### config.mk
export PLATFORM = sky130hd
export DESIGN_NAME = cache_mem_arbiter
export DESIGN_NICKNAME = d
export VERILOG_FILES = /design/src/rtl/cache_mem_arbiter.sv
export SDC_FILE = /design/constraint.sdc
export NUM_CORES = 1
export LEC_CHECK = 0
export ABC_AREA = 1
export BUFFER_PORTS_ARGS = -buffer_cell sky130_fd_sc_hd__buf_2
export CORE_AREA = 2 2 119 121
export DETAILED_ROUTE_END_ITERATION = 8
export DIE_AREA = 0 0 121 123
export PLACE_DENSITY_LB_ADDON = 0.12
export SLEW_MARGIN = 20
export SYNTH_ARGS = -nofsm -noshare
export SYNTH_HDL_FRONTEND = slang
export SYNTH_SLANG_ARGS = --single-unit
export TNS_END_PERCENT = 100
### constraint.sdc
create_clock -name clk -period 1.8 [get_ports clk]
set_clock_uncertainty 0.1 [all_clocks]
set_input_delay 0.36 -clock clk [delete_from_list [all_inputs] [get_ports clk]]
set_output_delay 0.36 -clock clk [all_outputs]
set_load 0.02 [all_outputs]
### src/rtl/cache_mem_arbiter.sv
// cache_mem_arbiter
// Shares one Avalon memory port between the icache and dcache memory-side ports.
// Round-robin between the two requesters. Once a transfer is stalled by waitrequest,
// the grant stays with that requester until the transfer is accepted.
// Optional build macro CACHE_ARB_STAT_EN adds grant and contention counters (stat_* ports).
module cache_mem_arbiter #(
    parameter int STAT_WIDTH = 32,
    parameter int ADDR_WIDTH = 32,
    parameter int DATA_WIDTH = 32
) (
    input  logic                    clk,
    input  logic                    rst_n,
    // icache memory-side port
    input  logic                    ic_avn_read,
    input  logic                    ic_avn_write,
    input  logic [ADDR_WIDTH-1:0]   ic_avn_address,
    input  logic [DATA_WIDTH/8-1:0] ic_avn_byte_enable,
    input  logic [DATA_WIDTH-1:0]   ic_avn_writedata,
    output logic [DATA_WIDTH-1:0]   ic_avn_readdata,
    output logic                    ic_avn_waitrequest,
    // dcache memory-side port
    input  logic                    dc_avn_read,
    input  logic                    dc_avn_write,
    input  logic [ADDR_WIDTH-1:0]   dc_avn_address,
    input  logic [DATA_WIDTH/8-1:0] dc_avn_byte_enable,
    input  logic [DATA_WIDTH-1:0]   dc_avn_writedata,
    output logic [DATA_WIDTH-1:0]   dc_avn_readdata,
    output logic                    dc_avn_waitrequest,
    // shared memory port
    output logic                    mem_avn_read,
    output logic                    mem_avn_write,
    output logic [ADDR_WIDTH-1:0]   mem_avn_address,
    output logic [DATA_WIDTH/8-1:0] mem_avn_byte_enable,
    output logic [DATA_WIDTH-1:0]   mem_avn_writedata,
    input  logic [DATA_WIDTH-1:0]   mem_avn_readdata,
    input  logic                    mem_avn_waitrequest
`ifdef CACHE_ARB_STAT_EN
    ,
    output logic [STAT_WIDTH-1:0]   stat_ic_grant,
    output logic [STAT_WIDTH-1:0]   stat_dc_grant,
    output logic [STAT_WIDTH-1:0]   stat_conflict
`endif
);

    typedef enum logic {
        OWN_IC = 1'b0,
        OWN_DC = 1'b1
    } owner_t;

    logic   lock;
    owner_t lock_owner;
    owner_t last_grant;

    logic   ic_valid;
    logic   dc_valid;
    logic   grant_ic;
    logic   grant_dc;
    owner_t grant_owner;
    logic   xfer_valid;
    logic   accept;

    assign ic_valid = ic_avn_read | ic_avn_write;
    assign dc_valid = dc_avn_read | dc_avn_write;

    // Grant selection: locked owner first, then the single requester, then round-robin on a tie.
    // Held at no grant during reset so memory read/write drop as soon as rst_n falls.
    always_comb begin
        grant_ic = 1'b0;
        grant_dc = 1'b0;
        if (!rst_n) begin
            grant_ic = 1'b0;
            grant_dc = 1'b0;
        end else if (lock) begin
            grant_ic = (lock_owner == OWN_IC);
            grant_dc = (lock_owner == OWN_DC);
        end else if (ic_valid && dc_valid) begin
            grant_ic = (last_grant == OWN_DC);
            grant_dc = (last_grant == OWN_IC);
        end else if (ic_valid) begin
            grant_ic = 1'b1;
        end else if (dc_valid) begin
            grant_dc = 1'b1;
        end
    end

    assign grant_owner = grant_dc ? OWN_DC : OWN_IC;
    // A locked owner that dropped its request still holds the grant this cycle but moves nothing.
    assign xfer_valid  = (grant_ic & ic_valid) | (grant_dc & dc_valid);
    assign accept      = xfer_valid & ~mem_avn_waitrequest;

    // Forward the granted request; with no grant, pass icache fields with read/write forced low.
    always_comb begin
        mem_avn_read        = 1'b0;
        mem_avn_write       = 1'b0;
        mem_avn_address     = ic_avn_address;
        mem_avn_byte_enable = ic_avn_byte_enable;
        mem_avn_writedata   = ic_avn_writedata;
        if (grant_dc) begin
            mem_avn_read        = dc_avn_read;
            mem_avn_write       = dc_avn_write;
            mem_avn_address     = dc_avn_address;
            mem_avn_byte_enable = dc_avn_byte_enable;
            mem_avn_writedata   = dc_avn_writedata;
        end else if (grant_ic) begin
            mem_avn_read        = ic_avn_read;
            mem_avn_write       = ic_avn_write;
        end
    end

    // Responses: granted port sees memory waitrequest, a blocked requester is stalled.
    // readdata goes to both ports; each cache qualifies it with its own pending read.
    always_comb begin
        ic_avn_waitrequest = grant_ic ? mem_avn_waitrequest : ic_valid;
        dc_avn_waitrequest = grant_dc ? mem_avn_waitrequest : dc_valid;
        ic_avn_readdata    = mem_avn_readdata;
        dc_avn_readdata    = mem_avn_readdata;
    end

    // Lock on a stalled transfer, release on accept or dropped request, remember last winner.
    always_ff @(posedge clk or negedge rst_n) begin
        if (!rst_n) begin
            lock       <= 1'b0;
            lock_owner <= OWN_IC;
            last_grant <= OWN_DC;
        end else begin
            lock <= xfer_valid & mem_avn_waitrequest;
            if (xfer_valid && mem_avn_waitrequest) begin
                lock_owner <= grant_owner;
            end
            if (accept) begin
                last_grant <= grant_owner;
            end
        end
    end

`ifdef CACHE_ARB_STAT_EN
    logic [STAT_WIDTH-1:0] ic_grant_cnt;
    logic [STAT_WIDTH-1:0] dc_grant_cnt;
    logic [STAT_WIDTH-1:0] conflict_cnt;
    logic                  blocked;

    assign blocked = (ic_valid & grant_dc) | (dc_valid & grant_ic);

    // Wrapping statistics counters: accepted transfers per port and contention cycles.
    always_ff @(posedge clk or negedge rst_n) begin
        if (!rst_n) begin
            ic_grant_cnt <= '0;
            dc_grant_cnt <= '0;
            conflict_cnt <= '0;
        end else begin
            if (accept && grant_ic) begin
                ic_grant_cnt <= ic_grant_cnt + STAT_WIDTH'(1);
            end
            if (accept && grant_dc) begin
                dc_grant_cnt <= dc_grant_cnt + STAT_WIDTH'(1);
            end
            if (blocked) begin
                conflict_cnt <= conflict_cnt + STAT_WIDTH'(1);
            end
        end
    end

    assign stat_ic_grant = ic_grant_cnt;
    assign stat_dc_grant = dc_grant_cnt;
    assign stat_conflict = conflict_cnt;
`endif

endmodule

==> run_results.csv <==
group,metric,value,unit
outcome,status,"finished with violations",
outcome,violations,"negative setup slack",
sta,final-hold-violation-count,0,
finish,ff_latch_area,76.3,µm²
sta,fin_ws,-0.254,ns
grt,first_global_vias,2125,
critical_path,worst-path-max-fanout,8,
sta,period_needed,2.05,ns
place,port_buffers,214,
sta,slew-limit-headroom,0.856,
synthesis,syn-instance-count,326,
grt,grt.overflow.total,0,
routing,drtAntennaViolNets,0,
routing,wl,7840,µm
floorplan,die_x,121,µm
critical_path,critPathRequiredTime,1.34,ns
sta,worstMarginPinSlew,0.215,ns
routing,dr_total_vias,2418,
critical_path,cp.arrival,1.59,ns
clock_network,cts_max_path_buffers,2,
sta,holdWs,0.168,ns
grt,gr-usage-all-layers,0.0799,
sta,setup_viol,72,
run,drv_cap,0,
critical_path,path_class,"reg -> out",
sta,fmax,0.487,GHz
routing,dr.pass1.iters,6,
routing,routedWlPerCell,11.7,µm
synthesis,syn_nets,501,
grt,antenna_found_initial,0,
pwr,ir_drop,0.545,mV
pwr,p_leak,2.01,nW
place,dp.cells,656,
synthesis,syn_area_per_cell,4.94,µm²
finish,diodes,0,
place,place_area,0.00245,mm²
floorplan,placementRows,43,
routing,drtIter0Drc,60,
place,dp_hpwl,5340,µm
floorplan,die_y,123,µm
sta,post-route-period-util,1.14,
clock_network,h-tree-depth,1,
sta,tns,-16.12,ns
finish,final_util,0.244,
synthesis,ys_types,13,
sta,rsz0062_at_grt,"yes",
clock_network,clock_latency,0.22,ns
finish,syn2layout_area_growth,106,%
finish,fin_nets,667,
floorplan,fp.coreArea,0.0136,mm²
finish,n_fill_cell,1547,
pwr,power_density,901,mW/mm²
clock_network,path_clk_slew,0.03,ns
clock_network,cts_root_buffer,"clkbuf_16",
clock_network,cts_buffers,3,
finish,finalNonFillerCells,671,
routing,viasPerCell,3.60,
finish,layout-drive-gt1-share,0.595,
synthesis,synth_top_area_cell,"nand2_1",
clock_network,clock-sinks,3,
synthesis,yosysSeqAreaShare,0.0474,
sta,slew_viol_final,0,
routing,drc,0,
grt,grt_pass1_wl,9760,µm
synthesis,yosys-top-cells-area,"nand2_1, buf_4, buf_6",
synthesis,ys_ff_latch,3,
floorplan,die-area,0.0149,mm²
floorplan,start_util,0.118,
clock_network,cts_tree,"yes",
grt,grt_max_degree,35,
min_path,hold_class,"in -> async",
critical_path,critPathCaptureType,"primary output",
place,gp_congestion,0.714,
floorplan,ios,311,
synthesis,synth_warnings,0,
finish,finish.instance_area,0.00332,mm²
critical_path,critPathLaunchType,"register",
synthesis,synth_top_area_frac,0.520,
synthesis,syn_area,0.00161,mm²
finish,multi_input_area,0.00110,mm²
timing repair:
action	CTS	global route
setup endpoints to repair	72	72
endpoints found under the hold margin	2	0
hold buffers	1	0
pin swaps	1	17
resized for setup	128	71
setup buffers	1	3
cloned	0	6
kinds of logic after synthesis:
| group | Yosys count | synth area share |
|---|---|---|
| buf+inv | 85 | 0.387 |
| flops | 3 | 0.0474 |
| compound gates | 3 | 0.00933 |
| simple gates | 235 | 0.556 |
flip-flops by register name, summed over array words and instances, names as in the netlist:
name	cells
last_grant	1
lock	1
lock_owner	1
power by group:
part	switching, mW	internal (mW)
combinational	1.35	1.18
clock	0.0566	0.292
sequential	0.0187	0.0965
stage by stage:
stage	power, mW	worst slack [ns]
after detailed placement	1.86	-0.272
after CTS	2.64	-0.264
after global placement	1.86	-0.278
final	2.99	-0.254
after floorplan	1.40	0.0284
after global routing	3.22	-0.359
worst max-delay path, stage by stage (launching register included):
cell,delay (ns)
dfrtp_1,0.41
nand2_2,0.12
nand2_4,0.06
nor2_4,0.15
nand2_8,0.11
inv_6,0.11
clkbuf_16,0.16
nand2_1,0.05
nand2_1,0.04
buf_2,0.15
Yosys cell counts:
library cell and count:
nand2_1 223, nor2_1 4, nand3_1 6, dfstp_2 1, nand2_2 1, buf_6 7, inv_4 1, inv_1 6
buf_4 64, buf_2 7, nor2_2 1, o21ai_0 3, dfrtp_1 2
layer usage:
layer / global-route usage / routed length, µm / share of wire
met1: 0.0893 / 2880 / 0.37
met2: 0.150 / 4160 / 0.53
met3: 0.0268 / 731 / 0.093
met4: 0.0102 / 76 / 0.0097
met5: 0 / 0 / 0
path summary, 6_finish.rpt:
kind | start | end | slack [ns] | cells after the start
worst max-delay path | lock$_DFF_PN0_ | mem_avn_writedata[6] | -0.25 | 9
min in group clk | mem_avn_waitrequest | lock$_DFF_PN0_ | 0.30 | 3
worst min register to register | lock_owner$_DFFE_PN0P_ | lock_owner$_DFFE_PN0P_ | 0.38 | 2
max in group asynchronous | rst_n | lock_owner$_DFFE_PN0P_ | 0.90 | 3
worst max register to register | lock$_DFF_PN0_ | lock_owner$_DFFE_PN0P_ | 0.21 | 10
worst min-delay path | rst_n | last_grant$_DFFE_PN1P_ | 0.17 | 2
cell type report:
class                   instances  share of cell area
clock buffers                   4              0.0237
inverters                       7              0.0117
multi-input cells             238               0.332
flip-flops and latches          3              0.0230
well taps                     180              0.0678
repair buffers                238               0.539
repair inverters                1             0.00264
placed cells by master, fill, tap and decap left out, types with 2 or more instances in the layout:
cell type / instances
nor2_2: 2
dfrtp_1: 2
buf_6: 62
clkbuf_16: 8
buf_2: 143
inv_1: 6
nand2_4: 11
nand2_2: 32
nand3_1: 6
o21ai_2: 2
buf_12: 3
nor2_1: 2
nand2_1: 180
buf_4: 24
Note: power is estimated with default switching activity, not from simulation.
